$ cat config.mk
export PLATFORM = sky130hd
export DESIGN_NAME = io_uart
export DESIGN_NICKNAME = d
export VERILOG_FILES = /design/src/rtl/io_uart.sv
export SDC_FILE = /design/constraint.sdc
export NUM_CORES = 1
export LEC_CHECK = 0
export BUFFER_PORTS_ARGS = -buffer_cell sky130_fd_sc_hd__buf_2
export CAP_MARGIN = 10
export CORE_MARGIN = 2
export CORE_UTILIZATION = 55
export DETAILED_ROUTE_END_ITERATION = 10
export GPL_ROUTABILITY_DRIVEN = 0
export HOLD_SLACK_MARGIN = 0.03
export PLACE_DENSITY = 0.71
export SLEW_MARGIN = 20
export SYNTH_ARGS = -nofsm -noshare
export SYNTH_HDL_FRONTEND = slang
export SYNTH_SLANG_ARGS = --single-unit
$ cat constraint.sdc
create_clock -name CLK -period 4.1 [get_ports CLK]
set_input_delay 1.025 -clock CLK [delete_from_list [all_inputs] [get_ports CLK]]
set_output_delay 1.025 -clock CLK [all_outputs]
set_load 0.01 [all_outputs]
$ cat src/rtl/io_uart.sv
// io_uart: byte I/O peripheral behind the core's OP_IN/OP_OUT instructions.
// TX/RX FIFOs with valid/ready core ports and an 8N1 serializer/deserializer.
module io_uart #(
   parameter int CLK_PER_BIT = 868,
   parameter int TX_DEPTH    = 16,
   parameter int RX_DEPTH    = 16
) (
   input  logic       CLK,
   input  logic       RST_N,
   input  logic       OUT_VALID,
   input  logic [7:0] OUT_DATA,
   output logic       OUT_READY,
   output logic       IN_VALID,
   output logic [7:0] IN_DATA,
   input  logic       IN_READY,
   input  logic       ERR_CLR,
   output logic       FRAME_ERR,
   output logic       OVERRUN,
   input  logic       RXD,
   output logic       TXD
);
   localparam int TAW = $clog2(TX_DEPTH);
   localparam int RAW = $clog2(RX_DEPTH);
   localparam int CW  = $clog2(CLK_PER_BIT);
   localparam logic [CW-1:0] BIT_LAST  = CW'(CLK_PER_BIT - 1);
   localparam logic [CW-1:0] HALF_LAST = CW'(CLK_PER_BIT / 2 - 1);

   typedef enum logic [1:0] {IDLE, START, DATA, STOP} state_t;

   logic [7:0]   tx_mem [TX_DEPTH];
   logic [TAW:0] tx_wr;
   logic [TAW:0] tx_rd;
   logic         tx_full;
   logic         tx_empty;
   logic         tx_push;
   logic         tx_pop;
   logic [7:0]   tx_head;

   state_t       tx_state;
   state_t       tx_state_n;
   logic [CW-1:0] tx_cnt;
   logic [CW-1:0] tx_cnt_n;
   logic [2:0]   tx_bit;
   logic [2:0]   tx_bit_n;
   logic [7:0]   tx_sh;
   logic [7:0]   tx_sh_n;
   logic         txd_n;

   assign tx_full  = (tx_wr[TAW] != tx_rd[TAW]) &&
                     (tx_wr[TAW-1:0] == tx_rd[TAW-1:0]);
   assign tx_empty = (tx_wr == tx_rd);
   assign tx_push  = OUT_VALID & OUT_READY;
   assign tx_head  = tx_mem[tx_rd[TAW-1:0]];
   assign OUT_READY = !tx_full;

   always_ff @(posedge CLK) begin
      if (tx_push) tx_mem[tx_wr[TAW-1:0]] <= OUT_DATA;
   end

   always_ff @(posedge CLK or negedge RST_N) begin
      if (!RST_N) begin
         tx_wr    <= '0;
         tx_rd    <= '0;
         tx_state <= IDLE;
         tx_cnt   <= '0;
         tx_bit   <= '0;
         tx_sh    <= '0;
         TXD      <= 1'b1;
      end else begin
         if (tx_push) tx_wr <= tx_wr + 1'b1;
         if (tx_pop)  tx_rd <= tx_rd + 1'b1;
         tx_state <= tx_state_n;
         tx_cnt   <= tx_cnt_n;
         tx_bit   <= tx_bit_n;
         tx_sh    <= tx_sh_n;
         TXD      <= txd_n;
      end
   end

   always_comb begin
      tx_state_n = tx_state;
      tx_cnt_n   = tx_cnt;
      tx_bit_n   = tx_bit;
      tx_sh_n    = tx_sh;
      tx_pop     = 1'b0;
      unique case (tx_state)
         IDLE: begin
            if (!tx_empty) begin
               tx_pop     = 1'b1;
               tx_sh_n    = tx_head;
               tx_cnt_n   = BIT_LAST;
               tx_state_n = START;
            end
         end
         START: begin
            if (tx_cnt == '0) begin
               tx_cnt_n   = BIT_LAST;
               tx_bit_n   = '0;
               tx_state_n = DATA;
            end else begin
               tx_cnt_n = tx_cnt - 1'b1;
            end
         end
         DATA: begin
            if (tx_cnt == '0) begin
               tx_cnt_n = BIT_LAST;
               tx_sh_n  = {1'b0, tx_sh[7:1]};
               if (tx_bit == 3'd7) tx_state_n = STOP;
               else tx_bit_n = tx_bit + 3'd1;
            end else begin
               tx_cnt_n = tx_cnt - 1'b1;
            end
         end
         STOP: begin
            if (tx_cnt == '0) begin
               // back-to-back frames: reload straight into START, no idle bit
               if (!tx_empty) begin
                  tx_pop     = 1'b1;
                  tx_sh_n    = tx_head;
                  tx_cnt_n   = BIT_LAST;
                  tx_state_n = START;
               end else begin
                  tx_state_n = IDLE;
               end
            end else begin
               tx_cnt_n = tx_cnt - 1'b1;
            end
         end
         default: tx_state_n = IDLE;
      endcase
   end

   always_comb begin
      txd_n = 1'b1;
      unique case (tx_state_n)
         START:   txd_n = 1'b0;
         DATA:    txd_n = tx_sh_n[0];
         default: txd_n = 1'b1;
      endcase
   end

   logic [1:0]   rx_sync;
   logic         rxs;
   state_t       rx_state;
   state_t       rx_state_n;
   logic [CW-1:0] rx_cnt;
   logic [CW-1:0] rx_cnt_n;
   logic [2:0]   rx_bit;
   logic [2:0]   rx_bit_n;
   logic [7:0]   rx_sh;
   logic [7:0]   rx_sh_n;
   logic         rx_armed;
   logic         rx_armed_n;
   logic         stop_ok;
   logic         stop_bad;

   assign rxs = rx_sync[1];

   always_ff @(posedge CLK or negedge RST_N) begin
      if (!RST_N) begin
         rx_sync  <= 2'b11;
         rx_state <= IDLE;
         rx_cnt   <= '0;
         rx_bit   <= '0;
         rx_sh    <= '0;
         rx_armed <= 1'b0;
      end else begin
         rx_sync  <= {rx_sync[0], RXD};
         rx_state <= rx_state_n;
         rx_cnt   <= rx_cnt_n;
         rx_bit   <= rx_bit_n;
         rx_sh    <= rx_sh_n;
         rx_armed <= rx_armed_n;
      end
   end

   always_comb begin
      rx_state_n = rx_state;
      rx_cnt_n   = rx_cnt;
      rx_bit_n   = rx_bit;
      rx_sh_n    = rx_sh;
      rx_armed_n = rx_armed;
      stop_ok    = 1'b0;
      stop_bad   = 1'b0;
      unique case (rx_state)
         IDLE: begin
            // a line held low after a bad stop must go high before re-arming
            if (!rx_armed) begin
               if (rxs) rx_armed_n = 1'b1;
            end else if (!rxs) begin
               rx_cnt_n   = HALF_LAST;
               rx_state_n = START;
            end
         end
         START: begin
            if (rx_cnt == '0) begin
               if (!rxs) begin
                  rx_cnt_n   = BIT_LAST;
                  rx_bit_n   = '0;
                  rx_state_n = DATA;
               end else begin
                  rx_state_n = IDLE;
               end
            end else begin
               rx_cnt_n = rx_cnt - 1'b1;
            end
         end
         DATA: begin
            if (rx_cnt == '0) begin
               rx_cnt_n = BIT_LAST;
               rx_sh_n  = {rxs, rx_sh[7:1]};
               if (rx_bit == 3'd7) rx_state_n = STOP;
               else rx_bit_n = rx_bit + 3'd1;
            end else begin
               rx_cnt_n = rx_cnt - 1'b1;
            end
         end
         STOP: begin
            if (rx_cnt == '0) begin
               stop_ok    = rxs;
               stop_bad   = !rxs;
               rx_armed_n = 1'b0;
               rx_state_n = IDLE;
            end else begin
               rx_cnt_n = rx_cnt - 1'b1;
            end
         end
         default: rx_state_n = IDLE;
      endcase
   end

   logic [7:0]   rx_mem [RX_DEPTH];
   logic [RAW:0] rx_wr;
   logic [RAW:0] rx_rd;
   logic [RAW:0] rx_wr_n;
   logic [RAW:0] rx_rd_n;
   logic         rx_full;
   logic         rx_push;
   logic         rx_pop;
   logic         ovr_set;

   assign rx_full = (rx_wr[RAW] != rx_rd[RAW]) &&
                    (rx_wr[RAW-1:0] == rx_rd[RAW-1:0]);
   assign rx_pop  = IN_VALID & IN_READY;
   assign rx_push = stop_ok & (!rx_full | rx_pop);
   assign ovr_set = stop_ok & rx_full & !rx_pop;
   assign rx_wr_n = rx_wr + {{RAW{1'b0}}, rx_push};
   assign rx_rd_n = rx_rd + {{RAW{1'b0}}, rx_pop};

   always_ff @(posedge CLK) begin
      if (rx_push) rx_mem[rx_wr[RAW-1:0]] <= rx_sh;
   end

   always_ff @(posedge CLK or negedge RST_N) begin
      if (!RST_N) begin
         rx_wr     <= '0;
         rx_rd     <= '0;
         IN_VALID  <= 1'b0;
         IN_DATA   <= '0;
         FRAME_ERR <= 1'b0;
         OVERRUN   <= 1'b0;
      end else begin
         rx_wr    <= rx_wr_n;
         rx_rd    <= rx_rd_n;
         IN_VALID <= (rx_wr_n != rx_rd_n);
         // next head is either the byte landing this edge or a stored one
         if (rx_wr_n != rx_rd_n)
            IN_DATA <= (rx_rd_n == rx_wr) ? rx_sh : rx_mem[rx_rd_n[RAW-1:0]];
         if (stop_bad) FRAME_ERR <= 1'b1;
         else if (ERR_CLR) FRAME_ERR <= 1'b0;
         if (ovr_set) OVERRUN <= 1'b1;
         else if (ERR_CLR) OVERRUN <= 1'b0;
      end
   end

endmodule
==> flow_metrics.tcl, run 1 <==
set metrics [dict create \
    synth_warnings 0 \
    numClockSinks 337 \
    drt-initial-drc-count 710 \
    crit_path_end_kind "flip-flop" \
    avgSynthCellArea_sq_um 16.71 \
    synth_fp_nets 895 \
    vdd_drop_max_uv 911.2 \
    status "finished, final reports clean" \
    postRouteAntennaNets 0 \
    dieWidth_um 165.3 \
    leakagePower_nw 5.762 \
    fin_tns_setup_ns 0 \
    fillers 1835 \
    final-setup-viol-count 0 \
    num_rows 59 \
    grt_pass1_vias 7653 \
    dpl_cell_area_sq_um 14960 \
    clockPowerShare 0.322 \
    cp_common_cell "ha_1" \
    drive_above_1_share 0.2362 \
    worstSetupPathType "reg -> reg" \
    hold_violations 0 \
    synth_cell_type_count 71 \
    clkTransAtPathRegs_ns 0.06 \
    synth.largest_area_cell "edfxtp_1" \
    drc 0 \
    worst_pin_slew_ns 0.8685 \
    async_flop_share 0.2404 \
    p_int_mw 7.078 \
    num_antenna_cells 0 \
    skew_ns 0.02582 \
    postCtsSetupRepairBufs 0 \
    p_sw_mw 2.793 \
    firstDrtPassIters 5 \
    viasPerCell 5.972 \
    synth_ff_type "edfxtp_1" \
    cpPeakStageDelay_ns 0.45 \
    hold_class "reg -> reg" \
    port_buffers 26 \
    cp_top_family "simple AND/OR/NAND/NOR gates" \
    p_sw_frac 0.2830 \
    wl_mm 27.20 \
    drv_slew 0 \
    h-tree-depth 2 \
    rsz0062_at_grt "false" \
    clock_path_buffers 3 \
    coreArea_sq_um 25760 \
    wl_per_cell_um 21.34 \
    period_minus_slack_ns 3.306 \
    final_cell_area_sq_um 16140 \
    crit_buf_inv 0 \
    cts-hold-fix-buffers 0 \
    cts-resized-gates 0 \
    slew-limit-headroom 0.4189 \
    worstSetupStartpointType "flip-flop" \
    p_per_area_nw_per_um2 611.7 \
    antenna_found_initial 0 \
    cts_inserted_buffers 35 \
    die_area_sq_um 27320 \
    seq_area_frac_synth 0.6793 \
    p_comb_frac 0.250 \
    p_seq_frac 0.428 \
    start_util 0.5553 \
    cp.required_ns 4.48 \
    finalCritPeriodShare 0.8063 \
    cp_slowest_cell "dfrtp_1" \
    grtUsageTotal 0.2081 \
    layout_common_cells "edfxtp_1 (256), mux4_2 (78), dfrtp_1 (77), nor2_1 (66), clkbuf_16 (36)" \
    max_freq_ghz 0.3025 \
    ios 27 \
    grt_overflow 0 \
    grt_max_degree 44 \
    worstPathCellList "nor4_4 > and4_1 > nand3_1 > a21oi_2 > ha_1 > ha_1 > xor2_1 > xnor2_1 > nor3_1 > nand4b_2 > nor2_1 > a21oi_1" \
    tritoncts "built" \
    final_nets 952 \
    layout_commonest_cell "edfxtp_1" \
    cap_violations 0 \
    ys_top_cells_by_area "edfxtp_1 (54%), dfrtp_1 (14%), mux4_2 (12%)" \
    ys_ff_latch 337 \
    fp.dieH_um 165.3 \
    syn_area_sq_um 14310 \
    synth_top_area_frac 0.5373 \
    place_hpwl_mm 17.18 \
    crit_fanout 17 \
    cts_root_buf "clkbuf_16" \
    grt_pass1_wl_mm 42.79 \
    syn_inst 856 \
    synthToLayoutAreaGrowth_pct 12.81 \
    insertion_delay_ns 0.52 \
    routed-via-count 7614 \
    synth_edf_count 256 \
    cp.arrival_ns 3.69 \
]
-- final cells by class --
type,count,area (sq um),share of cell area
flip-flops and latches,337,9719,0.6022
multi-input cells,455,4325,0.2680
clock buffers,52,1031,0.06388
well taps,335,419.2,0.02597
repair buffers,58,397.9,0.02465
clock inverters,12,148.9,0.009226
inverters,26,97.59,0.006047
-- cells in the mapped netlist (4+ instances only) --
cell and instances:
xor2_1 18, nor2b_1 8, nand3_1 13, a22o_1 6, dfrtp_1 78, inv_1 25
edfxtp_1 256, a21oi_1 34, a31oi_1 8, clkbuf_1 22, ha_1 25, a221o_1 6
xnor2_1 15, a21o_1 4, o21ai_0 25, and2_1 4, mux2i_1 10, o22a_1 6
buf_2 10, mux4_2 78, nor2_1 66, nor3_1 20, mux2_2 9, nand2b_1 9
nand2_1 32, nand4_1 4
-- routing by layer --
layer | vias up | part of all wire | global-route usage
met5 | - | 0 | 0
met4 | 0 | 0.023 | 0.06522
met3 | 48 | 0.042 | 0.03621
met2 | 191 | 0.52 | 0.3557
met1 | 3914 | 0.42 | 0.2750
li1 | 3461 | - | -
-- final timing paths --
kind	startpoint	to	slack, ns	depth (start not counted)
min in group asynchronous	RST_N	IN_DATA[5]	0.54	1
worst min-delay path	rx_sync[0]	rx_sync[1]	0.36	0
worst max register to register	rx_cnt[5]	IN_DATA[3]	0.79	12
worst min register to register	rx_sync[0]	rx_sync[1]	0.36	0
worst max-delay path	rx_cnt[5]	IN_DATA[3]	0.79	12
max in group asynchronous	RST_N	TXD	2.84	2
-- metrics by stage --
stage               hold slack [ns]  instances    util  setup slack [ns]  power (mW)
floorplan                    0.3452        856       -            0.6095       6.136
global placement             0.3482       1211  0.5806            0.6605       6.716
detailed placement           0.3469       1211  0.5806            0.6259       6.774
CTS                          0.3648       1275  0.6264            0.7861       9.962
global route                 0.3652       1275  0.6264            0.4144       10.32
finish                       0.3608       1275  0.6264            0.7940       9.872
-- state kept, by name (all words and copies together), names as in the netlist, named ones only --
register   count
TXD            1
rx_bit         3
tx_wr          5
tx_rd          5
rx_sync        2
tx_mem       128
tx_bit         3
rx_cnt        10
OVERRUN        1
rx_sh          8
rx_state       1
tx_cnt        10
IN_DATA        8
rx_wr          5
rx_mem       128
tx_sh          8
IN_VALID       1
rx_rd          5
rx_armed       1
tx_state       2
FRAME_ERR      1
-- power by group through the flow --
stage | logic (mW) | clock network, mW | registers [mW]
after CTS | 2.49 | 3.24 | 4.22
after floorplan | 1.93 | 0 | 4.21
after global routing | 2.70 | 3.37 | 4.26
after detailed placement | 2.49 | 0 | 4.29
final | 2.47 | 3.18 | 4.23
after global placement | 2.44 | 0 | 4.28
-- worst reg2reg max path: cells and delay by family (launching register included) --
| family | cells | cell delay, ns |
|---|---|---|
| AND/OR/NAND/NOR | 6 | 1.69 |
| adder cells (fa/ha/maj) | 2 | 0.40 |
| XOR/XNOR | 2 | 0.33 |
| AO/OA/AOI/OAI | 2 | 0.30 |
| flip-flops | 1 | 0.45 |
-- cells by family (layout without fill, tap and decap cells) --
| family | after synthesis | count (layout) | share of synthesized area |
|---|---|---|---|
| buffers and inverters | 64 | 148 | 0.01854 |
| flip-flops | 337 | 337 | 0.6793 |
| multiplexers | 97 | 97 | 0.1369 |
| XOR/XNOR | 35 | 35 | 0.02248 |
| AND/OR/NAND/NOR | 182 | 182 | 0.06664 |
| AO/OA/AOI/OAI | 116 | 116 | 0.05431 |
| adder cells (fa/ha/maj) | 25 | 25 | 0.02186 |
Power figures use the tool's default switching activity.
==> run 2, diff against run 1 <==
==> constraint.sdc (replaced) <==
create_clock -name CLK -period 3.45 [get_ports CLK]
set_input_delay 0.8625 -clock CLK [delete_from_list [all_inputs] [get_ports CLK]]
set_output_delay 0.8625 -clock CLK [all_outputs]
set_load 0.01 [all_outputs]
==> run 2 against run 1 <==
Compared with the run above:
- final cell count increased by 0.24%
- fmax rose by 8.5%
- total power rose by 21%
- hold slack lost 0.057 ns
- clock skew decreased by 0.011 ns
- sequential share of layout area is 0.25 points lower
- via count is 1.4% lower
- register-to-register slack got worse by 0.39 ns
- flip-flop and latch count did not move
- count of clock-buffer cells in the layout down 5
- critical path depth is 1 higher
- first-iteration DRC count down 6.5%
- critical endpoint is now IN_DATA[1]
- largest cell class unchanged
==> flow_metrics.tcl, run 2 (synthesis gave the netlist of run 1 again) <==
set metrics [dict create \
    hold_class "in -> async" \
    start_util 0.5553 \
    final_nets 954 \
    drive_above_1_share 0.2322 \
    final_cell_area_sq_um 16210 \
    tritoncts "built" \
    cpPeakStageDelay_ns 0.45 \
    max_freq_ghz 0.3281 \
    drc 0 \
    synthToLayoutAreaGrowth_pct 13.28 \
    worstSetupPathType "reg -> reg" \
    skew_ns 0.01507 \
    postRouteAntennaNets 0 \
    wl_mm 26.82 \
    clock_path_buffers 3 \
    dieWidth_um 165.3 \
    leakagePower_nw 5.796 \
    finalCritPeriodShare 0.8835 \
    worstPathCellList "nor4_4 > and4_1 > nand3_1 > a21oi_2 > ha_1 > ha_1 > nand3_1 > xnor2_1 > nor2_1 > nand4b_2 > buf_4 > nor2_1 > a21oi_1" \
    cts-hold-fix-buffers 0 \
    cts_inserted_buffers 36 \
    seq_area_sq_um 9719 \
    fillers 1822 \
    vdd_drop_max_uv 860.9 \
    h-tree-depth 2 \
    clkTransAtPathRegs_ns 0.06 \
    final-setup-viol-count 0 \
    layout_common_cells "edfxtp_1 (256), mux4_2 (78), dfrtp_1 (77), nor2_1 (66), clkbuf_16 (37)" \
    coreArea_sq_um 25760 \
    slew-limit-headroom 0.4620 \
    antenna_found_initial 0 \
    rsz0062_at_grt "false" \
    drt-initial-drc-count 664 \
    numClockSinks 337 \
    status "finished, final reports clean" \
    cts-resized-gates 0 \
    crit_fanout 17 \
    grtUsageTotal 0.2079 \
    ios 27 \
    viasPerCell 5.873 \
    grt_pass1_wl_mm 43.08 \
    cp.required_ns 3.85 \
    hold_violations 0 \
    p_per_area_nw_per_um2 736.7 \
    die_area_sq_um 27320 \
    cp_slowest_cell "dfrtp_1" \
    cap_violations 0 \
    firstDrtPassIters 5 \
    grt_pass1_vias 7798 \
    period_minus_slack_ns 3.048 \
    port_buffers 26 \
    crit_path_end_kind "flip-flop" \
    postCtsSetupRepairBufs 0 \
    cts_root_buf "clkbuf_16" \
    grt_overflow 0 \
    fin_tns_setup_ns 0 \
    insertion_delay_ns 0.52 \
    routed-via-count 7506 \
    num_antenna_cells 0 \
    dpl_cell_area_sq_um 14980 \
    drv_slew 0 \
    layout_commonest_cell "edfxtp_1" \
    grt_max_degree 47 \
    place_hpwl_mm 17.76 \
    rrSetupSlack_ns 0.40 \
    num_rows 59 \
    worstSetupStartpointType "flip-flop" \
    cp.arrival_ns 3.45 \
    multi_input_area_sq_um 4325 \
    worst_pin_slew_ns 0.8040 \
    wl_per_cell_um 20.98 \
    fp.dieH_um 165.3 \
]
==> run 2: cell count changes in the layout (fill, tap and decap cells not counted), sizes merged <==
cell | previous run | this run
buf | 58 | 59
bufinv | 2 | 6
clkbuf | 52 | 47
clkinv | 6 | 10
clkinvlp | 2 | 0
inv | 28 | 29
==> run 2: stage by stage <==
stage               total power [mW]  utilization  hold WS (ns)  worst slack [ns]  cells
global placement               7.986       0.5814        0.3476            0.3604   1212
global route                   12.50       0.6290        0.3367            0.1291   1278
floorplan                      7.292            -        0.3452            0.1220    856
detailed placement             8.069       0.5814        0.3468            0.3073   1212
CTS                            12.07       0.6290        0.3161            0.4204   1278
finish                         11.94       0.6290        0.3042            0.4020   1278
==> run 2: worst paths after layout <==
| kind | endpoint | from | cells past startpoint |
|---|---|---|---|
| max | IN_DATA[1] | rx_cnt[5] | 13 |
| min | IN_DATA[4] | RST_N | 1 |
| max reg2reg | IN_DATA[1] | rx_cnt[5] | 13 |
| min reg2reg | rx_sync[1] | rx_sync[0] | 0 |
| max in group asynchronous | rx_sync[0] | RST_N | 2 |
| min in group CLK | rx_sync[1] | rx_sync[0] | 0 |
==> run 2: layout make-up <==
class	count	area share
clock buffers	47	0.06007
clock inverters	19	0.01560
inverters	26	0.006022
multi-input cells	455	0.2669
flip-flops and latches	337	0.5998
well taps	335	0.02586
repair buffers	59	0.02579
==> run 2: where the power goes <==
group / leakage [nW] / internal [mW] / switching, mW / total, mW
combinational: 1.86 / 1.48 / 1.47 / 2.96
sequential: 3.34 / 4.73 / 0.295 / 5.02
clock: 0.597 / 2.45 / 1.51 / 3.96
total: 5.80 / 8.66 / 3.28 / 11.9
==> run 2: worst max-delay path: cells and delay by family, from the launching register on <==
family / cells / cell delay, ns
AOI/OAI and AO/OA: 2 / 0.30
buffers and inverters: 1 / 0.21
adders and majority gates: 2 / 0.40
and+or+nand+nor: 7 / 1.29
xor gates and xnor gates: 1 / 0.28
DFF: 1 / 0.45
==> run 2: per-layer routing <==
layer | global-route usage | vias up | share of wire
met5 | 0 | - | 0
met4 | 0.05455 | 0 | 0.018
met3 | 0.03172 | 36 | 0.033
met2 | 0.3612 | 144 | 0.52
met1 | 0.2773 | 3833 | 0.43
li1 | - | 3493 | -
==> run 3, diff against run 2 <==
--- a/config.mk
+++ b/config.mk
@@ -5,6 +5,7 @@
 export SDC_FILE = /design/constraint.sdc
 export NUM_CORES = 1
 export LEC_CHECK = 0
+export ABC_AREA = 1
 export BUFFER_PORTS_ARGS = -buffer_cell sky130_fd_sc_hd__buf_2
 export CAP_MARGIN = 10
 export CORE_MARGIN = 2
==> run 3 against run 2 <==
Compared with the run above:
- design area rose by 1.2%
- count of clock-buffer cells in the layout down 1
- hold slack improved by 0.065 ns
- global-route usage is 3.1 points higher
- final cell count up 39%
- sequential share of layout area decreased by 0.71 points
- setup slack improved by 0.098 ns
- die area increased by 3.2%
- critical path type unchanged
- largest cell class unchanged
- largest power group unchanged
==> flow_metrics.tcl, run 3 <==
set metrics [dict create \
    crit_buf_inv 5 \
    routed-via-count 10140 \
    numClockSinks 337 \
    fillers 2001 \
    synth_fp_nets 1422 \
    drive_above_1_share 0.08264 \
    slew-limit-headroom 0.2842 \
    layout_commonest_cell "edfxtp_1" \
    grtUsageTotal 0.2386 \
    num_antenna_cells 0 \
    period_minus_slack_ns 2.950 \
    h-tree-depth 2 \
    status "finished, final reports clean" \
    cp_top_family "simple AND/OR/NAND/NOR gates" \
    p_per_area_nw_per_um2 740.6 \
    drt-initial-drc-count 954 \
    grt_pass1_vias 9869 \
    grt_overflow 0 \
    place_hpwl_mm 20.89 \
    cpPeakStageDelay_ns 0.36 \
    syn_area_sq_um 14770 \
    hold-worst-slack_ns 0.3689 \
    syn_inst 1383 \
    wl_mm 33.11 \
    final-setup-viol-count 0 \
    grt_max_degree 73 \
    postRouteAntennaNets 0 \
    postCtsSetupRepairBufs 0 \
    cp.required_ns 3.92 \
    seq_area_frac_synth 0.6579 \
    synth_warnings 0 \
    firstDrtPassIters 5 \
    coreArea_sq_um 26210 \
    cp.arrival_ns 3.42 \
    rsz0062_at_grt "false" \
    worst_pin_slew_ns 1.072 \
    cts_inserted_buffers 34 \
    cap_violations 0 \
    worstSetupStartpointType "flip-flop" \
    synth.largest_area_cell "edfxtp_1" \
    cts-hold-fix-buffers 0 \
    fp.dieH_um 167.9 \
    ys_top_cells_by_area "edfxtp_1 (52%), dfrtp_1 (13%), nand2_1 (6.2%)" \
    crit_fanout 10 \
    worstPathCellList "inv_1 > ha_1 > nand3_1 > nor2_1 > nand2_1 > inv_1 > nand2_1 > nor2_1 > nand2_1 > inv_1 > ha_1 > ha_1 > xnor2_1 > inv_1 > nand2_1 > nand4_1 > nor2_1 > nand3_4 > inv_4 > nand2_1 > nand2_1" \
    ios 27 \
    synth_ff_type "edfxtp_1" \
    clkTransAtPathRegs_ns 0.06 \
    num_rows 59 \
    viasPerCell 5.714 \
    avgSynthCellArea_sq_um 10.68 \
    worstSetupPathType "reg -> reg" \
    start_util 0.5637 \
    vdd_drop_max_uv 568.3 \
    layout_common_cells "edfxtp_1 (256), nand2_1 (243), nor2_1 (230), o21ai_0 (150), nand3_1 (99)" \
    grt_pass1_wl_mm 53.11 \
    synth_edf_count 256 \
    dieWidth_um 167.9 \
    hold_class "reg -> reg" \
    leakagePower_nw 6.409 \
    fin_tns_setup_ns 0 \
    clock_path_buffers 3 \
    wl_per_cell_um 18.65 \
    crit_path_end_kind "flip-flop" \
    insertion_delay_ns 0.53 \
    postLayoutCoreUtil 0.6258 \
    cp_slowest_cell "dfrtp_1" \
    async_flop_share 0.2404 \
    finalCritPeriodShare 0.8549 \
    cts_root_buf "clkbuf_16" \
    skew_ns 0.03187 \
    port_buffers 26 \
    drv_slew 0 \
    hold_violations 0 \
    drc 0 \
    synth_cell_type_count 47 \
    cts-resized-gates 0 \
    antenna_found_initial 0 \
    tritoncts "built" \
    final_nets 1454 \
    synthMostInstantiatedCell "edfxtp_1" \
    max_freq_ghz 0.3390 \
    cp_common_cell "nand2_1" \
    synthToLayoutAreaGrowth_pct 11.02 \
    ys_ff_latch 337 \
    die_area_sq_um 28180 \
    synth_top_area_frac 0.5204 \
    ys_top_cells_by_count "edfxtp_1 (256), nand2_1 (243), nor2_1 (230)" \
]
## run 3: logic make-up (layout without fill, tap and decap cells)
group / after synthesis / after routing / share of synthesized area
AOI/OAI and AO/OA: 235 / 235 / 0.09199
xor gates and xnor gates: 37 / 37 / 0.02295
buffers and inverters: 157 / 214 / 0.04167
adders and majority gates: 25 / 25 / 0.02118
DFF: 337 / 337 / 0.6579
and+or+nand+nor: 592 / 592 / 0.1643
## run 3: layout make-up
type,instances,area (sq um),share of cell area
sequential,337,9719,0.5927
clock inverter,15,142.6,0.008698
inverter,102,385.4,0.02350
multi-input combinational,889,4441,0.2708
timing repair buffer,51,345.3,0.02106
clock buffer,46,947.2,0.05776
tap,335,419.2,0.02556
## run 3: worst paths after layout
check / from / to / slack, ns / cells past startpoint
setup / recovery: rx_cnt[0] / IN_DATA[4] / 0.50 / 21
hold / removal: rx_sync[0] / rx_sync[1] / 0.37 / 0
setup reg to reg: rx_cnt[0] / IN_DATA[4] / 0.50 / 21
hold reg to reg: rx_sync[0] / rx_sync[1] / 0.37 / 0
max in group asynchronous: RST_N / tx_rd[0] / 2.20 / 2
min in group asynchronous: RST_N / IN_DATA[1] / 0.47 / 1
## run 3: worst reg2reg max path, delay by kind of cell (launching register included)
kind | cells | cell delay [ns]
xor+xnor | 1 | 0.15
buf+inv | 5 | 0.58
simple gates | 12 | 1.34
fa+ha+maj | 3 | 0.50
flops | 1 | 0.36
## run 3: routing by layer
layer | wire length [um] | track usage | up-vias
met2 | 15700 | 0.3863 | 357
met3 | 1907 | 0.03220 | 61
met4 | 811 | 0.07221 | 0
met5 | 0 | 0 | -
met1 | 14690 | 0.3410 | 4905
li1 | - | - | 4820
## run 3: where the power goes
group | internal [mW] | leakage [nW] | switching [mW]
logic | 1.18 | 2.52 | 2.40
clock network | 2.09 | 0.538 | 1.52
registers | 4.73 | 3.36 | 0.231
## run 3: metrics by stage
| step | total power, mW | worst slack, ns | area (sq um) | cells |
|---|---|---|---|---|
| 2_1_floorplan | 7.455 | 0.8244 | 14770 | 1383 |
| 3_3_place_gp | 8.521 | 0.5548 | 15310 | 1714 |
| 3_5_place_dp | 8.587 | 0.4871 | 15310 | 1714 |
| 4_1_cts | 12.16 | 0.4992 | 16400 | 1775 |
| 5_1_grt | 12.80 | 0.1368 | 16400 | 1775 |
| 6_report | 12.14 | 0.5005 | 16400 | 1775 |
